===== config.mk =====
export PLATFORM = sky130hd
export DESIGN_NAME = cheat_code_loader_flat
export DESIGN_NICKNAME = d
export VERILOG_FILES = /design/src/rtl/cheat_pkg.sv /design/src/rtl/cheat_code_loader_if.sv /design/src/rtl/cheat_code_loader.sv /design/src/flat_wrapper.sv
export SDC_FILE = /design/constraint.sdc
export NUM_CORES = 1
export LEC_CHECK = 0
export BUFFER_PORTS_ARGS = -buffer_cell sky130_fd_sc_hd__buf_4
export CAP_MARGIN = 10
export CORE_ASPECT_RATIO = 0.6
export CORE_MARGIN = 2
export CORE_UTILIZATION = 40
export DETAILED_ROUTE_END_ITERATION = 6
export PLACE_DENSITY = 0.57
export SLEW_MARGIN = 20
export SYNTH_ARGS = -nofsm -noshare
export SYNTH_HDL_FRONTEND = slang
export SYNTH_SLANG_ARGS = --single-unit

===== constraint.sdc =====
create_clock -name clk -period 7.3 [get_ports clk]
set_clock_uncertainty 0.05 [all_clocks]
set_input_delay 0.73 -clock clk [delete_from_list [all_inputs] [get_ports clk]]
set_output_delay 0.73 -clock clk [all_outputs]
set_load 0.01 [all_outputs]

===== src/rtl/cheat_pkg.sv =====
// Shared constants and types for the cheat loader and the cheat engine code bus.
package cheat_pkg;

  localparam int unsigned CODE_WIDTH      = 129;
  localparam int unsigned WORD_WIDTH      = 16;
  localparam int unsigned RECORD_WIDTH    = CODE_WIDTH - 1;
  localparam int unsigned RECORD_WORDS    = RECORD_WIDTH / WORD_WIDTH;
  localparam int unsigned IDX_WIDTH       = $clog2(RECORD_WORDS);
  localparam int unsigned ADDR_WIDTH      = 25;
  localparam int unsigned INDEX_WIDTH     = 8;
  localparam int unsigned MAX_CODES       = 16;
  localparam int unsigned COUNT_WIDTH     = $clog2(MAX_CODES + 1);
  localparam int unsigned CODE_STROBE_BIT = CODE_WIDTH - 1;

  localparam logic [INDEX_WIDTH-1:0] CHEAT_INDEX = 8'h04;

  typedef enum logic [1:0] {
    IDLE,
    CLEAR,
    COLLECT
  } loader_state_t;

  // Record field layout on code[RECORD_WIDTH-1:0] as consumed by the cheat engine.
  typedef struct packed {
    logic [31:0] flags;  // [127:96]
    logic [31:0] addr;   // [95:64]
    logic [31:0] comp;   // [63:32]
    logic [31:0] data;   // [31:0]
  } cheat_record_t;

endpackage


===== src/rtl/cheat_code_loader_if.sv =====
// ioctl download port plus the code bus towards the cheat engine.
interface cheat_code_loader_if;
  import cheat_pkg::*;

  logic                    ioctl_download;
  logic [INDEX_WIDTH-1:0]  ioctl_index;
  logic                    ioctl_wr;
  logic [ADDR_WIDTH-1:0]   ioctl_addr;
  logic [WORD_WIDTH-1:0]   ioctl_dout;
  logic                    ioctl_wait;
  logic [CODE_WIDTH-1:0]   code;
  logic                    gg_reset;
  logic [COUNT_WIDTH-1:0]  code_count;
  logic                    overflow;

  // Host side: drives the download, observes the loader outputs.
  modport master (
    output ioctl_download, ioctl_index, ioctl_wr, ioctl_addr, ioctl_dout,
    input  ioctl_wait, code, gg_reset, code_count, overflow
  );

  // Loader side.
  modport slave (
    input  ioctl_download, ioctl_index, ioctl_wr, ioctl_addr, ioctl_dout,
    output ioctl_wait, code, gg_reset, code_count, overflow
  );

endinterface


===== src/rtl/cheat_code_loader.sv =====
// Assembles 16-bit ioctl words into 128-bit cheat records and strobes them to the engine.
// Optional feature: CHEAT_LOADER_LIMIT_EN drops records beyond MAX_CODES and flags overflow.
module cheat_code_loader
  import cheat_pkg::*;
(
  input  logic              clk,
  input  logic              reset,
  cheat_code_loader_if.slave bus
);

  loader_state_t           r_state;
  logic                    r_prev_sel;
  logic [RECORD_WORDS-1:0] r_mask;
  logic [RECORD_WIDTH-1:0] r_buf;
  logic [CODE_WIDTH-1:0]   r_code;
  logic                    r_gg_reset;
  logic                    r_wait;
  logic [COUNT_WIDTH-1:0]  r_count;
  logic                    r_overflow;

  logic                    w_sel;
  logic                    w_start;
  logic                    w_wr;
  logic [IDX_WIDTH-1:0]    w_idx;
  logic [RECORD_WORDS-1:0] w_mask_next;
  logic [RECORD_WIDTH-1:0] w_buf_next;
  logic                    w_unused_addr;

  assign w_sel   = bus.ioctl_download && (bus.ioctl_index == CHEAT_INDEX);
  assign w_start = w_sel && !r_prev_sel;
  assign w_wr    = bus.ioctl_wr && w_sel && (r_state == COLLECT);
  assign w_idx   = bus.ioctl_addr[IDX_WIDTH:1];

  // Byte-lane bit and upper address bits carry no record information.
  assign w_unused_addr = ^{bus.ioctl_addr[ADDR_WIDTH-1:IDX_WIDTH+1], bus.ioctl_addr[0]};

  // Buffer and mask as they will look after the current write lands.
  always_comb begin
    w_mask_next = r_mask;
    w_buf_next  = r_buf;
    if (w_wr) begin
      w_mask_next[w_idx] = 1'b1;
      w_buf_next[32'(w_idx) * WORD_WIDTH +: WORD_WIDTH] = bus.ioctl_dout;
    end
  end

  // Loader FSM with registered outputs; a completed record commits on the next edge.
  always_ff @(posedge clk) begin
    if (reset) begin
      r_state    <= IDLE;
      r_prev_sel <= 1'b0;
      r_mask     <= '0;
      r_buf      <= '0;
      r_code     <= '0;
      r_gg_reset <= 1'b0;
      r_wait     <= 1'b0;
      r_count    <= '0;
      r_overflow <= 1'b0;
    end else begin
      r_prev_sel              <= w_sel;
      r_gg_reset              <= 1'b0;
      r_wait                  <= 1'b0;
      r_code[CODE_STROBE_BIT] <= 1'b0;
      if (w_start) begin
        r_state    <= CLEAR;
        r_gg_reset <= 1'b1;
        r_wait     <= 1'b1;
        r_count    <= '0;
        r_overflow <= 1'b0;
        r_mask     <= '0;
        r_buf      <= '0;
      end else begin
        case (r_state)
          IDLE:  r_state <= IDLE;
          CLEAR: r_state <= COLLECT;
          COLLECT: begin
            if (!w_sel) begin
              r_state <= IDLE;
              r_mask  <= '0;
            end else if (w_wr) begin
              r_buf <= w_buf_next;
              if (&w_mask_next) begin
                r_mask <= '0;
`ifdef CHEAT_LOADER_LIMIT_EN
                if (r_count == COUNT_WIDTH'(MAX_CODES)) begin
                  r_overflow <= 1'b1;
                end else begin
                  r_code  <= {1'b1, w_buf_next};
                  r_count <= r_count + COUNT_WIDTH'(1);
                end
`else
                r_code <= {1'b1, w_buf_next};
                if (r_count != COUNT_WIDTH'(MAX_CODES)) begin
                  r_count <= r_count + COUNT_WIDTH'(1);
                end
`endif
              end else begin
                r_mask <= w_mask_next;
              end
            end
          end
          default: r_state <= IDLE;
        endcase
      end
    end
  end

  assign bus.code       = r_code;
  assign bus.gg_reset   = r_gg_reset;
  assign bus.ioctl_wait = r_wait;
  assign bus.code_count = r_count;
  assign bus.overflow   = r_overflow;

endmodule


===== src/flat_wrapper.sv =====
// flat-port wrapper written by rule: the top's interface ports become plain ports
module cheat_code_loader_flat import cheat_pkg::*;
  (clk, reset, bus_ioctl_download, bus_ioctl_index, bus_ioctl_wr, bus_ioctl_addr, bus_ioctl_dout, bus_ioctl_wait, bus_code, bus_gg_reset, bus_code_count, bus_overflow);
  cheat_code_loader_if bus_i ();
  input  logic clk;
  input  logic reset;
  input wire logic [$bits(bus_i.ioctl_download)-1:0] bus_ioctl_download;
  input wire logic [$bits(bus_i.ioctl_index)-1:0] bus_ioctl_index;
  input wire logic [$bits(bus_i.ioctl_wr)-1:0] bus_ioctl_wr;
  input wire logic [$bits(bus_i.ioctl_addr)-1:0] bus_ioctl_addr;
  input wire logic [$bits(bus_i.ioctl_dout)-1:0] bus_ioctl_dout;
  output wire logic [$bits(bus_i.ioctl_wait)-1:0] bus_ioctl_wait;
  output wire logic [$bits(bus_i.code)-1:0] bus_code;
  output wire logic [$bits(bus_i.gg_reset)-1:0] bus_gg_reset;
  output wire logic [$bits(bus_i.code_count)-1:0] bus_code_count;
  output wire logic [$bits(bus_i.overflow)-1:0] bus_overflow;
  assign bus_i.ioctl_download = bus_ioctl_download;
  assign bus_i.ioctl_index = bus_ioctl_index;
  assign bus_i.ioctl_wr = bus_ioctl_wr;
  assign bus_i.ioctl_addr = bus_ioctl_addr;
  assign bus_i.ioctl_dout = bus_ioctl_dout;
  assign bus_ioctl_wait = bus_i.ioctl_wait;
  assign bus_code = bus_i.code;
  assign bus_gg_reset = bus_i.gg_reset;
  assign bus_code_count = bus_i.code_count;
  assign bus_overflow = bus_i.overflow;
  cheat_code_loader u_core (.clk(clk), .reset(reset), .bus(bus_i));
endmodule

==> results of run 1 <==
[worst min-delay path: stages, from the launching register on]
cell     delay (ps)
dfxtp_1         310
nand2_1          50
a21oi_1          50
[cell usage after synthesis, drive strengths merged]
cell type,count,area [µm²]
nand2b,2,12.51
a311oi,18,157.7
a32oi,3,26.28
and3,2,12.51
nor3,11,60.06
or4b,2,20.02
nor2b,6,37.54
mux2i,54,540.5
or4,1,7.510
nor2,309,1160
clkbuf,85,319.1
nand3,35,175.2
inv,10,37.54
o21ai,2,10.01
nand2,197,739.5
dfxtp,274,5485
a41oi,2,17.52
a31oi,1,6.260
and2,2,12.51
nor4,3,55.05
conb,1,3.750
a21oi,193,965.9
nand4,6,37.54
nor4bb,1,10.01
mux2,4,45.04
a22o,2,17.52
a211oi,110,825.8
a21o,3,22.52
ha,4,50.05
nand3b,1,7.510
nor4b,1,8.760
o2bb2ai,1,8.760
or3,6,37.54
or2,1,6.260
o41ai,1,16.27
o211ai,2,15.01
nand4b,1,8.760
buf,35,188.9
[layout make-up]
class / instances / area, µm² / area share
flip-flops and latches: 274 / 5485 / 0.4097
well taps: 367 / 459.2 / 0.03430
inverters: 10 / 37.54 / 0.002804
clock buffers: 35 / 725.7 / 0.05421
clock inverters: 14 / 153.9 / 0.01150
repair buffers: 177 / 1345 / 0.1005
multi-input cells: 988 / 5181 / 0.3870
[through the flow]
step	hold slack, ps	utilization
after floorplan	381.2	-
after global placement	387.4	0.4537
after detailed placement	392.8	0.4542
after CTS	401.7	0.4861
after global routing	412.4	0.4865
final	399.9	0.4865
[per-layer routing]
| layer | track usage | wire (µm) | vias up |
|---|---|---|---|
| met1 | 0.3759 | 17930 | 4662 |
| met4 | 0.04437 | 538 | 0 |
| met3 | 0.03767 | 2354 | 41 |
| met5 | 0 | 0 | - |
| li1 | - | - | 4946 |
| met2 | 0.3056 | 13660 | 309 |
[how the worst max path moves through the flow]
| stage | end |
|---|---|
| after detailed placement | u_core.r_buf[85]$_SDFFE_PP0P_ |
| after floorplan | u_core.bus.code[70]$_SDFFE_PP0P_ |
| after global placement | u_core.r_buf[93]$_SDFFE_PP0P_ |
| final | u_core.r_buf[127]$_SDFFE_PP0P_ |
| after CTS | u_core.r_buf[85]$_SDFFE_PP0P_ |
| after global routing | u_core.r_buf[85]$_SDFFE_PP0P_ |
[power by group]
| part | switching, mW | internal, mW | leakage (nW) | total [mW] |
|---|---|---|---|---|
| clock | 0.607 | 0.808 | 0.432 | 1.42 |
| combinational | 0.119 | 0.0331 | 2.27 | 0.152 |
| sequential | 0.0000251 | 1.49 | 2.21 | 1.49 |
[flip-flops by register name (all words and copies together), names as in the netlist]
signal	cells
u_core.bus.code	129
u_core.bus.code_count	5
u_core.bus.gg_reset	1
u_core.r_buf	128
u_core.r_mask	8
u_core.r_prev_sel	1
u_core.r_state	2
[logic make-up after synthesis]
family / count (synthesis)
flops: 274
fa+ha+maj: 4
other cells: 1
mux: 58
buf+inv: 130
compound gates: 338
simple gates: 587
==> results.sh, run 1 <==
export IMPL_muxShareOfSynthArea=0.05243
export IMPL_gp_congestion=0.7971
export IMPL_yosysSeqAreaShare=0.4911
export IMPL_insertion_delay_ps=540
export IMPL_maxCapViolations=0
export IMPL_fin_nets=1535
export IMPL_path_max_fanout=25
export IMPL_worst_pin_slew_ps=1145
export IMPL_hp_start="u_core.r_buf[24]$_SDFFE_PP0P_"
export IMPL_power_mw=3.062
export IMPL_rrSetupSlack_ps=3770
export IMPL_syn_nets=1449
export IMPL_nFillCells=2714
export IMPL_n_antenna_cell=0
export IMPL_crit_arrival_ps=4440
export IMPL_synthXorXnorAreaFrac=0
export IMPL_cp_top_family="simple AND/OR/NAND/NOR gates"
export IMPL_start_util=0.4058
export IMPL_ys_seq_elements=274
export IMPL_placed_cells=1816
export IMPL_path_clk_slew_ps=60
export IMPL_cpMaxStageDelayCell="nand2_1"
export IMPL_fin_crit_sh=0.5519
export IMPL_layout_min_cycle_time_ps=4029
export IMPL_outcome="finished clean"
export IMPL_cts_buffer_depth=3
export IMPL_post_route_cell_area_um2=13390
export IMPL_critPathRequiredTime_ps=7720
export IMPL_cts_htree_levels=1
export IMPL_post_cts_setup_buffer_count=0
export IMPL_fin_ws_ps=3271
export IMPL_crit_type="in -> reg"
export IMPL_dr_total_vias=9958
export IMPL_cts_buffers=27
export IMPL_slew_violations=0
export IMPL_crit_path_start_kind="input port"
export IMPL_path_cells="buf_4 -> inv_1 -> ha_1 -> ha_1 -> nor2_1 -> nand2_1 -> nor2_1 -> nand2_1 -> a21oi_1"
export IMPL_final_common_cell="nor2_1"
export IMPL_holdPathStages=2
export IMPL_gr_total_overflow=0
export IMPL_ios=190
export IMPL_cellLeakagePower_nw=4.910
export IMPL_fin_tns_setup_ps=0
export IMPL_antenna_found_initial=0
export IMPL_crit_path_start="bus_ioctl_addr[1]"
export IMPL_hold_viol_final=0
export IMPL_power_density_nw_per_um2=228.7
export IMPL_final_cell_mix="nor2_1 (306), dfxtp_1 (274), nand2_1 (197), a21oi_1 (193), buf_4 (175)"
export IMPL_cpPeakStageDelay_ps=810
export IMPL_postCtsHoldBufs=0
export IMPL_grt_use_total=0.2287
export IMPL_die_w_um=219.7
export IMPL_drt_antenna_violating_nets=0
export IMPL_dr_pass1_iters=5
export IMPL_routedWlPerCell_um=18.49
export IMPL_synth_simple_area_share=0.2157
export IMPL_path_buf_inv=2
export IMPL_cts_resized_gates=0
export IMPL_die_y_um=133.4
export IMPL_num_rows=47
export IMPL_synthAdderAreaFrac=0.004481
export IMPL_dpl_worst_slack_ps=2807
export IMPL_avgSynthCellArea_um2=8.023
export IMPL_path_depth=9
export IMPL_grt_pass1_vias=8568
export IMPL_layout_cells_non_filler=1865
export IMPL_drc=0
export IMPL_syn_instance_count=1392
export IMPL_drt_initial_drc_count=980
export IMPL_fmax_mhz=248.2
export IMPL_ir_drop_mv=0.1431
export IMPL_slew_headroom=0.2365
export IMPL_rsz0062_at_grt="false"
export IMPL_rr_worst_depth=7
export IMPL_synth_warnings=0
export IMPL_setup_viol=0
export IMPL_holdPathEnd="u_core.r_buf[24]$_SDFFE_PP0P_"
export IMPL_core_area_um2=27520
export IMPL_ys_types=42
export IMPL_hpwl_um=22080
export IMPL_syn_to_final_growth_pct=19.87
export IMPL_cts_root_buffer="clkbuf_16"
export IMPL_avgViaCountPerCell=5.339
export IMPL_rr_startpoint="u_core.r_state[0]$_SDFFE_PP0P_"
export IMPL_syn_area_um2=11170
export IMPL_io_buffers=166
export IMPL_end_kind="flop"
export IMPL_cts_sinks=274
export IMPL_placed_cell_area_um2=12500
export IMPL_synth_compound_area_frac=0.1871
export IMPL_cts_tree="yes"
export IMPL_wirelength_um=34480
export IMPL_reg2reg_to="u_core.bus.code[40]$_SDFFE_PP0P_"
export IMPL_hold_class="reg -> reg"
export IMPL_synth_top_family_by_area="simple AND/OR/NAND/NOR gates"
export IMPL_dieArea_um2=29320
export IMPL_grt_max_degree=257
export IMPL_drive_gt1_frac=0.1569
export IMPL_grt_pass1_wl_um=51840
Note: power is estimated with default switching activity, not from simulation.
==> run 2: changes to the inputs <==
==> constraint.sdc (replaced) <==
create_clock -name clk -period 4 [get_ports clk]
set_clock_uncertainty 0.05 [all_clocks]
set_input_delay 0.4 -clock clk [delete_from_list [all_inputs] [get_ports clk]]
set_output_delay 0.4 -clock clk [all_outputs]
set_load 0.01 [all_outputs]
==> results.sh, run 2 (same netlist as run 1, synthesis figures left out) <==
export IMPL_ir_drop_mv=0.2302
export IMPL_fin_crit_sh=0.7585
export IMPL_hpwl_um=22390
export IMPL_largest_reg_flops=129
export IMPL_cts_resized_gates=0
export IMPL_final_common_cell="nor2_1"
export IMPL_dr_total_vias=10010
export IMPL_path_cells="buf_4 -> or4b_1 -> nor4_4 -> a32oi_1 -> nor4_4 -> buf_12 -> nor2_1 -> a211oi_1"
export IMPL_path_buf_inv=2
export IMPL_die_y_um=133.4
export IMPL_die_w_um=219.7
export IMPL_layout_cells_non_filler=1880
export IMPL_hold_class="in -> reg"
export IMPL_critPathRequiredTime_ps=4400
export IMPL_fin_tns_setup_ps=0
export IMPL_cpPeakStageDelay_ps=700
export IMPL_outcome="finished clean"
export IMPL_rsz0062_at_grt="false"
export IMPL_cts_buffers=27
export IMPL_slew_headroom=0.3491
export IMPL_crit_arrival_ps=3440
export IMPL_post_cts_setup_buffer_count=0
export IMPL_dr_pass1_iters=5
export IMPL_grt_pass1_wl_um=52520
export IMPL_io_buffers=166
export IMPL_slew_violations=0
export IMPL_cts_htree_levels=1
export IMPL_cpMaxStageDelayCell="or4b_1"
export IMPL_dieArea_um2=29320
export IMPL_wirelength_um=34210
export IMPL_rrSetupSlack_ps=1090
export IMPL_drive_gt1_frac=0.1619
export IMPL_start_util=0.4058
export IMPL_rr_worst_depth=7
export IMPL_routedWlPerCell_um=18.20
export IMPL_regArea_um2=5485
export IMPL_final_cell_mix="nor2_1 (308), dfxtp_1 (274), nand2_1 (197), a21oi_1 (193), buf_4 (192)"
export IMPL_ios=190
export IMPL_fin_nets=1554
export IMPL_drt_initial_drc_count=844
export IMPL_cts_buffer_depth=3
export IMPL_antenna_found_initial=0
export IMPL_cts_sinks=274
export IMPL_num_rows=47
export IMPL_maxCapViolations=0
export IMPL_holdPathStages=3
export IMPL_reg2reg_to="u_core.bus.code[17]$_SDFFE_PP0P_"
export IMPL_grt_use_total=0.2312
export IMPL_path_clk_slew_ps=60
export IMPL_worst_pin_slew_ps=976.3
export IMPL_crit_path_start_kind="input port"
export IMPL_cp_top_family="simple AND/OR/NAND/NOR gates"
export IMPL_drt_antenna_violating_nets=0
export IMPL_postCtsHoldBufs=0
export IMPL_placed_cells=1835
export IMPL_nFillCells=2661
export IMPL_rr_startpoint="u_core.r_state[0]$_SDFFE_PP0P_"
export IMPL_multi_input_area_um2=5160
export IMPL_setup_viol=0
export IMPL_fmax_mhz=329.6
export IMPL_cellLeakagePower_nw=4.983
export IMPL_n_antenna_cell=0
export IMPL_cts_root_buffer="clkbuf_16"
export IMPL_avgViaCountPerCell=5.324
export IMPL_insertion_delay_ps=540
export IMPL_core_area_um2=27520
export IMPL_hold_viol_final=0
export IMPL_crit_path_start="bus_ioctl_index[5]"
export IMPL_gp_congestion=0.8188
export IMPL_crit_type="in -> reg"
export IMPL_syn_to_final_growth_pct=20.85
export IMPL_holdPathEnd="u_core.r_buf[70]$_SDFFE_PP0P_"
export IMPL_cpMostUsedCell="nor4_4"
export IMPL_grt_max_degree=133
export IMPL_drc=0
export IMPL_end_kind="flop"
export IMPL_power_mw=5.460
export IMPL_gr_total_overflow=0
export IMPL_layout_min_cycle_time_ps=3034
export IMPL_power_density_nw_per_um2=404.5
export IMPL_path_max_fanout=132
export IMPL_cts_tree="yes"
export IMPL_grt_pass1_vias=8926
export IMPL_hp_start="bus_ioctl_dout[6]"
-- run 2: worst max-delay path by stage --
| stage | to | slack (ps) | cells past startpoint |
|---|---|---|---|
| global placement | u_core.bus.code[72]$_SDFFE_PP0P_ | 460 | 8 |
| detailed placement | u_core.bus.code[75]$_SDFFE_PP0P_ | 430 | 8 |
| finish | u_core.bus.code[17]$_SDFFE_PP0P_ | 970 | 8 |
| global route | u_core.bus.code[3]$_SDFFE_PP0P_ | 780 | 8 |
| CTS | u_core.bus.code[75]$_SDFFE_PP0P_ | 990 | 8 |
| floorplan | u_core.bus.code[70]$_SDFFE_PP0P_ | 1010 | 10 |
-- run 2: layer usage --
| metal | global-route usage | vias up | part of all wire |
|---|---|---|---|
| met1 | 0.3702 | 4680 | 0.52 |
| li1 | - | 4981 | - |
| met2 | 0.3228 | 307 | 0.40 |
| met3 | 0.03813 | 42 | 0.063 |
| met5 | 0 | - | 0 |
| met4 | 0.04139 | 0 | 0.015 |
-- run 2: worst register-to-register path, delay by kind of cell (launching register included) --
| kind | cells | cell delay (ps) |
|---|---|---|
| AOI/OAI and AO/OA | 2 | 500 |
| buffers and inverters | 1 | 470 |
| DFF | 1 | 330 |
| and+or+nand+nor | 4 | 1470 |
-- run 2: cell type report --
type                       count  area share
sequential                   274      0.4064
multi-input combinational    988      0.3823
timing repair buffer         196      0.1127
clock buffer                  42     0.06017
tap                          367     0.03402
inverter                      10    0.002781
clock inverter                 3    0.001576
-- run 2: stage by stage --
stage | worst slack [ps] | cell area, µm² | hold slack [ps] | utilization
2_1_floorplan | 1008 | 11170 | 381.2 | -
3_3_place_gp | 455.9 | 12660 | 387.2 | 0.4601
3_5_place_dp | 434.0 | 12660 | 393.2 | 0.4601
4_1_cts | 988.2 | 13500 | 115.8 | 0.4904
5_1_grt | 775.6 | 13500 | 122.9 | 0.4904
6_report | 966.1 | 13500 | 133.8 | 0.4904
-- run 2: report_power, final --
| group | total (mW) | leakage (nW) | internal, mW | switching (mW) |
|---|---|---|---|---|
| combinational | 0.284 | 2.36 | 0.0672 | 0.217 |
| sequential | 2.73 | 2.21 | 2.73 | 0.0000444 |
| clock | 2.45 | 0.412 | 1.38 | 1.06 |
| total | 5.46 | 4.98 | 4.18 | 1.28 |
==> run 3: changes to the inputs <==
==> constraint.sdc (replaced) <==
create_clock -name clk -period 2.8 [get_ports clk]
set_clock_uncertainty 0.05 [all_clocks]
set_input_delay 0.28 -clock clk [delete_from_list [all_inputs] [get_ports clk]]
set_output_delay 0.28 -clock clk [all_outputs]
set_load 0.01 [all_outputs]
==> results.sh, run 3 (same netlist as run 1, synthesis figures left out) <==
export IMPL_wirelength_um=34880
export IMPL_dr_total_vias=10298
export IMPL_p_sw_mw=1.856
export IMPL_insertion_delay_ps=540
export IMPL_path_max_fanout=43
export IMPL_final_cell_mix="nor2_1 (308), dfxtp_1 (274), buf_4 (224), nand2_1 (197), a21oi_1 (193)"
export IMPL_power_mw=7.949
export IMPL_dr_pass1_iters=5
export IMPL_fin_ws_ps=225.9
export IMPL_pwr_share_clk=0.457
export IMPL_maxCapViolations=0
export IMPL_end_kind="flop"
export IMPL_slew_headroom=0.3444
export IMPL_post_route_util=0.5055
export IMPL_grt_use_total=0.2364
export IMPL_antenna_found_initial=0
export IMPL_fin_nets=1595
export IMPL_largest_reg_flops=129
export IMPL_num_rows=47
export IMPL_drt_initial_drc_count=866
export IMPL_slew_violations=0
export IMPL_seq_power_share=0.490
export IMPL_start_util=0.4058
export IMPL_ir_drop_mv=0.3211
export IMPL_critPathRequiredTime_ps=3190
export IMPL_die_y_um=133.4
export IMPL_drc=0
export IMPL_worst_pin_slew_ps=983.3
export IMPL_avgViaCountPerCell=5.350
export IMPL_hold_viol_final=0
export IMPL_setup_viol=0
export IMPL_cellLeakagePower_nw=5.207
export IMPL_fin_crit_sh=0.9193
export IMPL_grt_pass1_vias=9150
export IMPL_cts_root_buffer="clkbuf_16"
export IMPL_grt_pass1_wl_um=53920
export IMPL_n_antenna_cell=0
export IMPL_io_buffers=166
export IMPL_cts_buffer_depth=3
export IMPL_grt_max_degree=80
export IMPL_die_w_um=219.7
export IMPL_outcome="finished clean"
export IMPL_cts_buffers=26
export IMPL_gp_congestion=0.8414
export IMPL_layout_min_cycle_time_ps=2574
export IMPL_cts_resized_gates=0
export IMPL_crit_path_start_kind="flop"
export IMPL_crit_type="reg -> reg"
export IMPL_p_int_mw=6.093
export IMPL_routedWlPerCell_um=18.12
export IMPL_placed_cells=1871
export IMPL_drt_antenna_violating_nets=0
export IMPL_syn_to_final_growth_pct=24.57
export IMPL_core_area_um2=27520
export IMPL_ios=190
export IMPL_cts_htree_levels=1
export IMPL_fmax_mhz=388.5
export IMPL_gr_total_overflow=0
export IMPL_power_frac_comb=0.053
export IMPL_final_common_cell="nor2_1"
export IMPL_cts_sinks=274
export IMPL_hold_class="in -> reg"
export IMPL_dpl_worst_slack_ps=-262.3
export IMPL_rsz0062_at_grt="false"
export IMPL_power_density_nw_per_um2=571.4
export IMPL_dieArea_um2=29320
export IMPL_crit_arrival_ps=2970
export IMPL_cts_tree="yes"
export IMPL_path_clk_slew_ps=70
export IMPL_hpwl_um=23410
export IMPL_drive_gt1_frac=0.1823
export IMPL_switching_share=0.2335
export IMPL_layout_cells_non_filler=1925
-- run 3: power by group through the flow --
stage	Sequential [mW]	Clock [mW]	Combinational (mW)
6_report	3.90	3.63	0.424
3_3_place_gp	3.98	0	0.412
5_1_grt	3.89	3.86	0.454
3_5_place_dp	3.98	0	0.415
4_1_cts	3.90	3.70	0.421
2_1_floorplan	3.98	0	0.229
-- run 3: worst max-delay path, stage by stage, from the launching register on --
cell and delay (ps):
dfxtp_1 330, nand3b_1 320, nor4_4 350, a32oi_1 180, buf_4 170, nor4_4 340
buf_12 200, buf_12 210, nor2_1 60, a211oi_1 240
-- run 3: worst paths after layout --
| check | startpoint | cells past startpoint | slack [ps] | endpoint |
|---|---|---|---|---|
| setup / recovery | u_core.r_state[0]$_SDFFE_PP0P_ | 9 | 230 | u_core.bus.code[103]$_SDFFE_PP0P_ |
| hold / removal | bus_ioctl_dout[0] | 3 | 30 | u_core.r_buf[0]$_SDFFE_PP0P_ |
| setup reg to reg | u_core.r_state[0]$_SDFFE_PP0P_ | 9 | 230 | u_core.bus.code[103]$_SDFFE_PP0P_ |
| hold reg to reg | u_core.r_buf[74]$_SDFFE_PP0P_ | 2 | 400 | u_core.r_buf[74]$_SDFFE_PP0P_ |
-- run 3: final cells by class --
| cell class | count | area [µm²] |
|---|---|---|
| repair buffers | 238 | 1902 |
| clock inverters | 9 | 97.59 |
| well taps | 367 | 459.2 |
| fillers | 2668 | 13610 |
| inverters | 10 | 37.54 |
| flip-flops and latches | 274 | 5485 |
| multi-input cells | 988 | 5160 |
| clock buffers | 39 | 770.7 |
-- run 3: stage by stage --
stage | hold slack (ps) | cell area (µm²) | setup TNS [ps]
final | 28.35 | 13910 | 0
after floorplan | 370.5 | 11170 | 0
after global routing | 14.21 | 13910 | 0
after detailed placement | 392.5 | 12980 | -28240
after CTS | 0.1726 | 13910 | 0
after global placement | 387.2 | 12980 | -24680
-- run 3: repair_timing --
| action | CTS | global route |
|---|---|---|
| hold buffers | 6 | 0 |
| setup endpoints to repair | 0 | 0 |
| setup buffers | 0 | 0 |
| hold endpoints to repair | 8 | 0 |
-- run 3: routing by layer --
| metal | vias up | track usage | part of all wire |
|---|---|---|---|
| li1 | 5071 | - | - |
| met1 | 4824 | 0.3799 | 0.51 |
| met2 | 367 | 0.3298 | 0.41 |
| met3 | 36 | 0.03836 | 0.069 |
| met4 | 0 | 0.03990 | 0.015 |
| met5 | - | 0 | 0 |
